$ cat src/rtl/nl_lock_matrix_arb.sv
// Matrix arbiter with packet-level grant locking; priority moves only when a packet completes.
// Optional lock-timeout watchdog enabled by defining NL_LOCK_ARB_TIMEOUT_EN.

module nl_lock_matrix_lane #(
    parameter int SIZE = 5,
    parameter int IDX  = 0
) (
    input  logic [SIZE-1:0] request,
    input  logic [SIZE-1:0] beats_me,  // beats_me[j]: requester j has priority over IDX
    output logic            win
);
    localparam logic [SIZE-1:0] SELF = {{(SIZE-1){1'b0}}, 1'b1} << IDX;

    assign win = request[IDX] & ~|(request & beats_me & ~SELF);
endmodule

module nl_lock_matrix_arb #(
    parameter int SIZE       = 5,
    parameter int MULTISTAGE = 0,
    parameter int MAX_LOCK   = 32,
    parameter int OW         = $clog2(SIZE)
) (
    input  logic            clk,
    input  logic            rst_n,
    input  logic [SIZE-1:0] request,
    input  logic [SIZE-1:0] tail,
    input  logic            success,
    output logic [SIZE-1:0] grant,
    output logic            locked,
    output logic [OW-1:0]   owner,
    output logic            timeout
);
    if (SIZE < 2) begin : g_bad_size
        $error("nl_lock_matrix_arb: SIZE must be >= 2");
    end
    if (MAX_LOCK < 2) begin : g_bad_max_lock
        $error("nl_lock_matrix_arb: MAX_LOCK must be >= 2");
    end

    typedef enum logic {IDLE, LOCKED} state_t;

    state_t                    state, state_nx;
    logic [SIZE-1:0][SIZE-1:0] prio;      // prio[i][j]: i beats j
    logic [SIZE-1:0][SIZE-1:0] beats_me;
    logic [SIZE-1:0]           win;
    logic [SIZE-1:0]           own_oh;
    logic [OW-1:0]             win_idx, owner_nx, upd_idx;
    logic                      commit, tail_hit, upd, to_nx;

    for (genvar i = 0; i < SIZE; i++) begin : g_lane
        for (genvar j = 0; j < SIZE; j++) begin : g_col
            assign beats_me[i][j] = prio[j][i];
        end
        nl_lock_matrix_lane #(.SIZE(SIZE), .IDX(i)) u_lane (
            .request  (request),
            .beats_me (beats_me[i]),
            .win      (win[i])
        );
    end

    assign own_oh = {{(SIZE-1){1'b0}}, 1'b1} << owner;

    always_comb begin
        grant = '0;
        if (state == IDLE) grant = win;
        else if (request[owner]) grant = own_oh;
    end

    always_comb begin
        win_idx = '0;
        for (int i = 0; i < SIZE; i++)
            if (grant[i]) win_idx = OW'(i);
    end

    assign commit   = |grant & ((MULTISTAGE != 0) ? success : 1'b1);
    assign tail_hit = |(grant & tail);  // tails of non-granted requesters never matter

`ifdef NL_LOCK_ARB_TIMEOUT_EN
    localparam int CW = $clog2(MAX_LOCK);
    logic [CW-1:0] cnt;
    logic          cnt_max;
    assign cnt_max = (cnt == CW'(MAX_LOCK - 1));
`endif

    always_comb begin
        state_nx = state;
        owner_nx = owner;
        upd      = 1'b0;
        upd_idx  = win_idx;
        to_nx    = 1'b0;
        case (state)
            IDLE: begin
                if (commit) begin
                    if (tail_hit) begin
                        upd = 1'b1;
                    end else begin
                        state_nx = LOCKED;
                        owner_nx = win_idx;
                    end
                end
            end
            LOCKED: begin
                upd_idx = owner;
                if (commit && tail_hit) begin
                    upd      = 1'b1;
                    state_nx = IDLE;
`ifdef NL_LOCK_ARB_TIMEOUT_EN
                end else if (cnt_max) begin
                    upd      = 1'b1;
                    state_nx = IDLE;
                    to_nx    = 1'b1;
`endif
                end
            end
            default: state_nx = IDLE;
        endcase
    end

    always_ff @(posedge clk) begin
        if (!rst_n) begin
            state <= IDLE;
            owner <= '0;
            for (int i = 0; i < SIZE; i++)
                for (int j = 0; j < SIZE; j++)
                    prio[i][j] <= (i > j);
        end else begin
            state <= state_nx;
            owner <= owner_nx;
            // demote the winner below everyone; others keep their relative order
            if (upd) begin
                for (int j = 0; j < SIZE; j++) begin
                    if (j != int'(upd_idx)) begin
                        prio[upd_idx][j] <= 1'b0;
                        prio[j][upd_idx] <= 1'b1;
                    end
                end
            end
        end
    end

    assign locked = (state == LOCKED);

`ifdef NL_LOCK_ARB_TIMEOUT_EN
    always_ff @(posedge clk) begin
        if (!rst_n) begin
            cnt     <= '0;
            timeout <= 1'b0;
        end else begin
            timeout <= to_nx;
            if (state == IDLE)  cnt <= '0;
            else if (!(commit && tail_hit)) cnt <= cnt + 1'b1;
        end
    end
`else
    logic unused_to;
    assign unused_to = to_nx;
    assign timeout   = 1'b0;
`endif
endmodule

$ cat config.mk
export PLATFORM = sky130hd
export DESIGN_NAME = nl_lock_matrix_arb
export DESIGN_NICKNAME = d
export VERILOG_FILES = /design/src/rtl/nl_lock_matrix_arb.sv
export SDC_FILE = /design/constraint.sdc
export NUM_CORES = 1
export LEC_CHECK = 0
export BUFFER_PORTS_ARGS = -buffer_cell sky130_fd_sc_hd__buf_2
export CAP_MARGIN = 10
export CORE_MARGIN = 5
export CORE_UTILIZATION = 35
export CTS_CLUSTER_DIAMETER = 150
export DETAILED_ROUTE_END_ITERATION = 10
export GPL_ROUTABILITY_DRIVEN = 0
export PLACE_DENSITY_LB_ADDON = 0.1
export SYNTH_ARGS = -nofsm -noshare
export SYNTH_HDL_FRONTEND = slang
export SYNTH_HIERARCHICAL = 1
export SYNTH_SLANG_ARGS = --single-unit
$ cat constraint.sdc
create_clock -name clk -period 6.25 [get_ports clk]
set_input_delay 0.3125 -clock clk [delete_from_list [all_inputs] [get_ports clk]]
set_output_delay 0.3125 -clock clk [all_outputs]
set_load 0.02 [all_outputs]
==> results of run 1 <==
==> metrics by stage <==
stage                     hold slack [ns]  worst slack, ns  power, W  cell area, µm²
after global placement              0.436             3.51  0.000423            1290
final                               0.403             3.62  0.000506            1330
after global routing                0.434             3.32  0.000546            1330
after detailed placement            0.439             3.43  0.000426            1290
after floorplan                     0.425             4.00  0.000380            1190
after CTS                           0.391             3.58  0.000510            1330
==> tightest hold or removal path: cells and delay by family <==
kind                   cells  cell delay (ns)
buffers and inverters      1             0.08
AND/OR/NAND/NOR            2             0.21
AO/OA/AOI/OAI              1             0.08
==> final cells by class <==
class / instances / area [µm²] / area share (%)
repair buffers: 20 / 100 / 7.54
inverters: 11 / 41.3 / 3.11
well taps: 46 / 57.6 / 4.34
flip-flops and latches: 24 / 480 / 36.2
multi-input cells: 85 / 612 / 46.1
clock buffers: 4 / 36.3 / 2.73
==> worst max-delay path by stage <==
stage | from | endpoint | slack [ns]
CTS | flip-flop | beats_me[1] | 3.58
global route | flip-flop | beats_me[3] | 3.32
finish | flip-flop | beats_me[1] | 3.62
detailed placement | request[0] | beats_me[1] | 3.43
global placement | request[0] | beats_me[1] | 3.51
floorplan | owner[2] | beats_me[13] | 4.00
==> power groups by stage <==
stage	Clock [W]	Combinational (W)	Sequential, W
after floorplan	0	0.000160	0.000220
after global placement	0	0.000196	0.000227
after detailed placement	0	0.000198	0.000227
after CTS	0.0000862	0.000199	0.000224
after global routing	0.0000929	0.000222	0.000231
final	0.0000827	0.000199	0.000225
==> cells in the final DEF (no fill, tap or decap), types with 3 or more instances in the layout <==
cell,count
a21oi_1,4
mux2i_1,4
dfxtp_1,24
a22o_1,5
a21o_1,4
and3_1,5
buf_2,20
a222oi_1,6
a22oi_1,6
nor2_1,4
nand2_1,11
inv_1,11
clkbuf_4,3
nand3_1,3
==> layer usage <==
metal  vias to the layer above  GRT usage [%]
li1                        509              -
met1                       482           20.4
met2                        17           21.4
met3                         4           2.13
met4                         0           5.46
met5                         -              0
==> registers in the layout, indices dropped and copies added (netlist names), named ones only <==
register	cells
beats_me	20
owner	3
==> impl_metrics.toml, run 1 <==
[critical_path]
crit_chain = "nor2b_1, a41oi_1, inv_1, a222oi_1, a21oi_1, a21oi_2, o21ai_0"
r2r_cells = 7
worst_setup_path_start_kind = "flip-flop"
crit_cells = 7
worst_path_largest_cell_delay_ns = 0.70
rrSetupSlack_ns = 3.62
rr_endpoint = "beats_me[1]"
cp-end-kind = "flip-flop"
arrival_ns = 2.82
critPathMaxFanout = 16
slowest_stage = "dfxtp_1"
cp.buffers_inverters = 1
cp.required_ns = 6.44
path_delay_family = "compound AO/OA/AOI/OAI gates"
criticalPathCategory = "reg2reg"

[timing]
hold_viol_final = 0
rsz0062_at_grt = "false"
fmax_mhz = 381
relSlewSlack_pct = 61.6
worst_pin_slew_ns = 0.571
fin_tns_setup_ns = 0
final.min_clock_period_ns = 2.63
clock-skew-final_ns = 0.00106
final_max_slew_viol_count = 0
setup_violations = 0
finalCritPeriodShare_pct = 42.0

[routing]
dr_wl_met2_um = 1340
viasPerCell = 5.33
dr.max_layer_used = "met4"
routed_wirelength_um = 2970
wire_per_inst_um = 15.6
vias = 1012
met1_length_um = 1480
routed-wl-met3_um = 114
dr.pass1.iters = 4
drtIter0Drc = 47
antenna_left = 0
drcViolationCount = 0

[outcome]
status = "completed"

[die]
die_h_um = 68.3
num_rows = 21
dieArea_um2 = 4670
start_util_pct = 35.9
chipWidth_um = 68.3
core_um2 = 3310
io_pins = 23

[pwr]
max-vdd-ir-drop_mv = 0.215
clockPowerShare_pct = 16.3
combPwrFrac_pct = 39.2
swShare_pct = 39.1
seqPwrFrac_pct = 44.4
p_sw_w = 0.000198
p_leak_nw = 0.651
p_int_w = 0.000308
powerDensity_nw_per_um2 = 381

[cells_and_area]
fillers = 350
utilization_pct = 40.1
syn2layout_area_growth_pct = 11.6
antenna_cells = 0
drive_gt1_share_pct = 24.3
final_net_count = 158
final_cells = 190

[placement]
dp_cells = 186
dp_hpwl_um = 2180
port_buffers = 20

[global_route]
grt_pass1_vias = 1008
grt_start_max_net_pins = 22
grt_usage_pct = 14.3
antenna_found_initial = 0
overflow = 0
grt_pass1_wl_um = 4970

[flow_run]
cap_viol_max_count = 0

[logic_synthesis]
yosysWarningCount = 6
syn_area_um2 = 1190
synth_cells = 130
synth_nets = 143
syn_avg_cell_area_um2 = 9.15

[clock_tree]
clockBufferDepth = 2
path_clk_slew_ns = 0.14
tritoncts = "yes"
clkSinkCount = 24
h-tree-depth = 1
hold_buffers = 0
numCtsBuffers = 3
ctsResizeCount = 0
postCtsSetupBuffers = 0
clk_latency_ns = 0.31
cts-root-buf = "clkbuf_4"

[hold_path]
min_path_cells = 4
min_from = "tail[0]"
hp-class = "in2reg"
Note: power is estimated with default switching activity, not from simulation.
==> run 2, diff against run 1 <==
clock period = 2.65 ns   (was 6.25 ns; I/O delays follow)
==> impl_metrics.toml, run 2 (synthesized netlist as in run 1, its figures left out) <==
[pwr]
max-vdd-ir-drop_mv = 0.345
p_int_w = 0.000760
clockPowerShare_pct = 15.7
powerDensity_nw_per_um2 = 906
p_sw_w = 0.000490
seqPwrFrac_pct = 41.2
p_leak_nw = 0.676
fin_total_pwr_w = 0.00125
swShare_pct = 39.2
combPwrFrac_pct = 43.1

[die]
io_pins = 23
chipWidth_um = 68.3
core_um2 = 3310
dieArea_um2 = 4670
die_h_um = 68.3
num_rows = 21
start_util_pct = 35.9

[clock_tree]
path_clk_slew_ns = 0.14
tritoncts = "yes"
numCtsBuffers = 3
postCtsSetupBuffers = 0
h-tree-depth = 1
clk_latency_ns = 0.31
ctsResizeCount = 0
clockBufferDepth = 2
hold_buffers = 0
cts-root-buf = "clkbuf_4"
clkSinkCount = 24

[cells_and_area]
final_net_count = 162
finalInstanceArea_um2 = 1380
utilization_pct = 41.6
layout_common_cells = "dfxtp_1 (24), buf_2 (20), inv_1 (11), nand2_1 (11)"
antenna_cells = 0
syn2layout_area_growth_pct = 15.9
largest_register_ffs = 20
drive_gt1_share_pct = 26.4
layout_commonest_cell = "dfxtp_1"

[outcome]
status = "completed"

[routing]
drcViolationCount = 0
drtIter0Drc = 89
vias = 1058
routed_wirelength_um = 3090
viasPerCell = 5.45
wire_per_inst_um = 15.9
dr.pass1.iters = 4
antenna_left = 0

[hold_path]
hp-class = "in2reg"

[critical_path]
endpoint = "beats_me[13]"
cp.buffers_inverters = 1
worst_path_largest_cell_delay_ns = 0.41
crit_chain = "a222oi_1, and3_1, nor2b_1, a41oi_1, inv_1, a222oi_1, nand2_2, and4_1, a211o_1"
r2r_cells = 9
worst_setup_path_start_kind = "flip-flop"
arrival_ns = 2.71
crit_cells = 9
cp-end-kind = "flip-flop"
cp.required_ns = 2.87
critPathMaxFanout = 8
path_common_cell = "a222oi_1"
startpoint = "beats_me[20]"
rr_endpoint = "beats_me[13]"
criticalPathCategory = "reg2reg"
rr_startpoint = "beats_me[20]"
path_delay_family = "compound AO/OA/AOI/OAI gates"
rrSetupSlack_ns = 0.16
slowest_stage = "a222oi_1"

[timing]
fmax_mhz = 402
setup_slack_ns = 0.162
setup_violations = 0
fin_hold_ws_ns = 0.247
clock-skew-final_ns = 0.00746
hold_viol_final = 0
worst_pin_slew_ns = 0.582
final.min_clock_period_ns = 2.49
rsz0062_at_grt = "true"
final_max_slew_viol_count = 0
finalCritPeriodShare_pct = 93.9
relSlewSlack_pct = 61.2

[flow_run]
cap_viol_max_count = 0

[placement]
dp_hpwl_um = 2270
placement.cell_area_um2 = 1320
pre_cts_ws_ns = 0.149
port_buffers = 20

[global_route]
overflow = 0
grt_pass1_vias = 1023
grt_pass1_wl_um = 5000
grt_start_max_net_pins = 22
grt_usage_pct = 14.4
antenna_found_initial = 0
[run 2: worst min path at each step]
stage	slack [ns]	to	depth (start not counted)	startpoint
2_1_floorplan	0.43	beats_me[20]	1	beats_me[20]
3_3_place_gp	0.44	beats_me[4]	2	beats_me[4]
3_5_place_dp	0.44	beats_me[4]	2	beats_me[4]
4_1_cts	0.21	flip-flop	4	tail[0]
5_1_grt	0.27	flip-flop	4	tail[4]
6_report	0.25	flip-flop	3	rst_n
[run 2: worst reg2reg max path: stages (launching register included)]
cell	delay, ns
dfxtp_1	0.36
a222oi_1	0.09
and3_1	0.19
nor2b_1	0.15
a41oi_1	0.31
inv_1	0.11
a222oi_1	0.41
nand2_2	0.22
and4_1	0.28
a211o_1	0.29
[run 2: final cells by class]
| type | instances | area, µm² |
|---|---|---|
| clock buffer | 4 | 36.3 |
| fill | 356 | 1930 |
| inverter | 11 | 41.3 |
| multi-input combinational | 85 | 633 |
| sequential | 24 | 480 |
| tap | 46 | 57.6 |
| timing repair buffer | 24 | 130 |
[run 2: metrics by stage]
step,instances,setup TNS [ns]
after floorplan,130,0
after global placement,190,0
after detailed placement,190,0
after CTS,194,0
after global routing,194,-0.0693
final,194,0
[run 2: power groups by stage]
stage | clock, W | sequential [W] | combinational (W)
after floorplan | 0 | 0.000518 | 0.000379
after global placement | 0 | 0.000522 | 0.000501
after detailed placement | 0 | 0.000522 | 0.000505
after CTS | 0.000201 | 0.000513 | 0.000507
after global routing | 0.000219 | 0.000527 | 0.000591
final | 0.000196 | 0.000515 | 0.000539
[run 2: per-layer routing]
layer | wire (µm) | GRT usage (%) | up-vias
li1 | - | - | 515
met1 | 1440 | 19.7 | 507
met2 | 1470 | 21.7 | 30
met3 | 130 | 2.96 | 6
met4 | 48 | 5.96 | 0
met5 | 0 | 0 | -
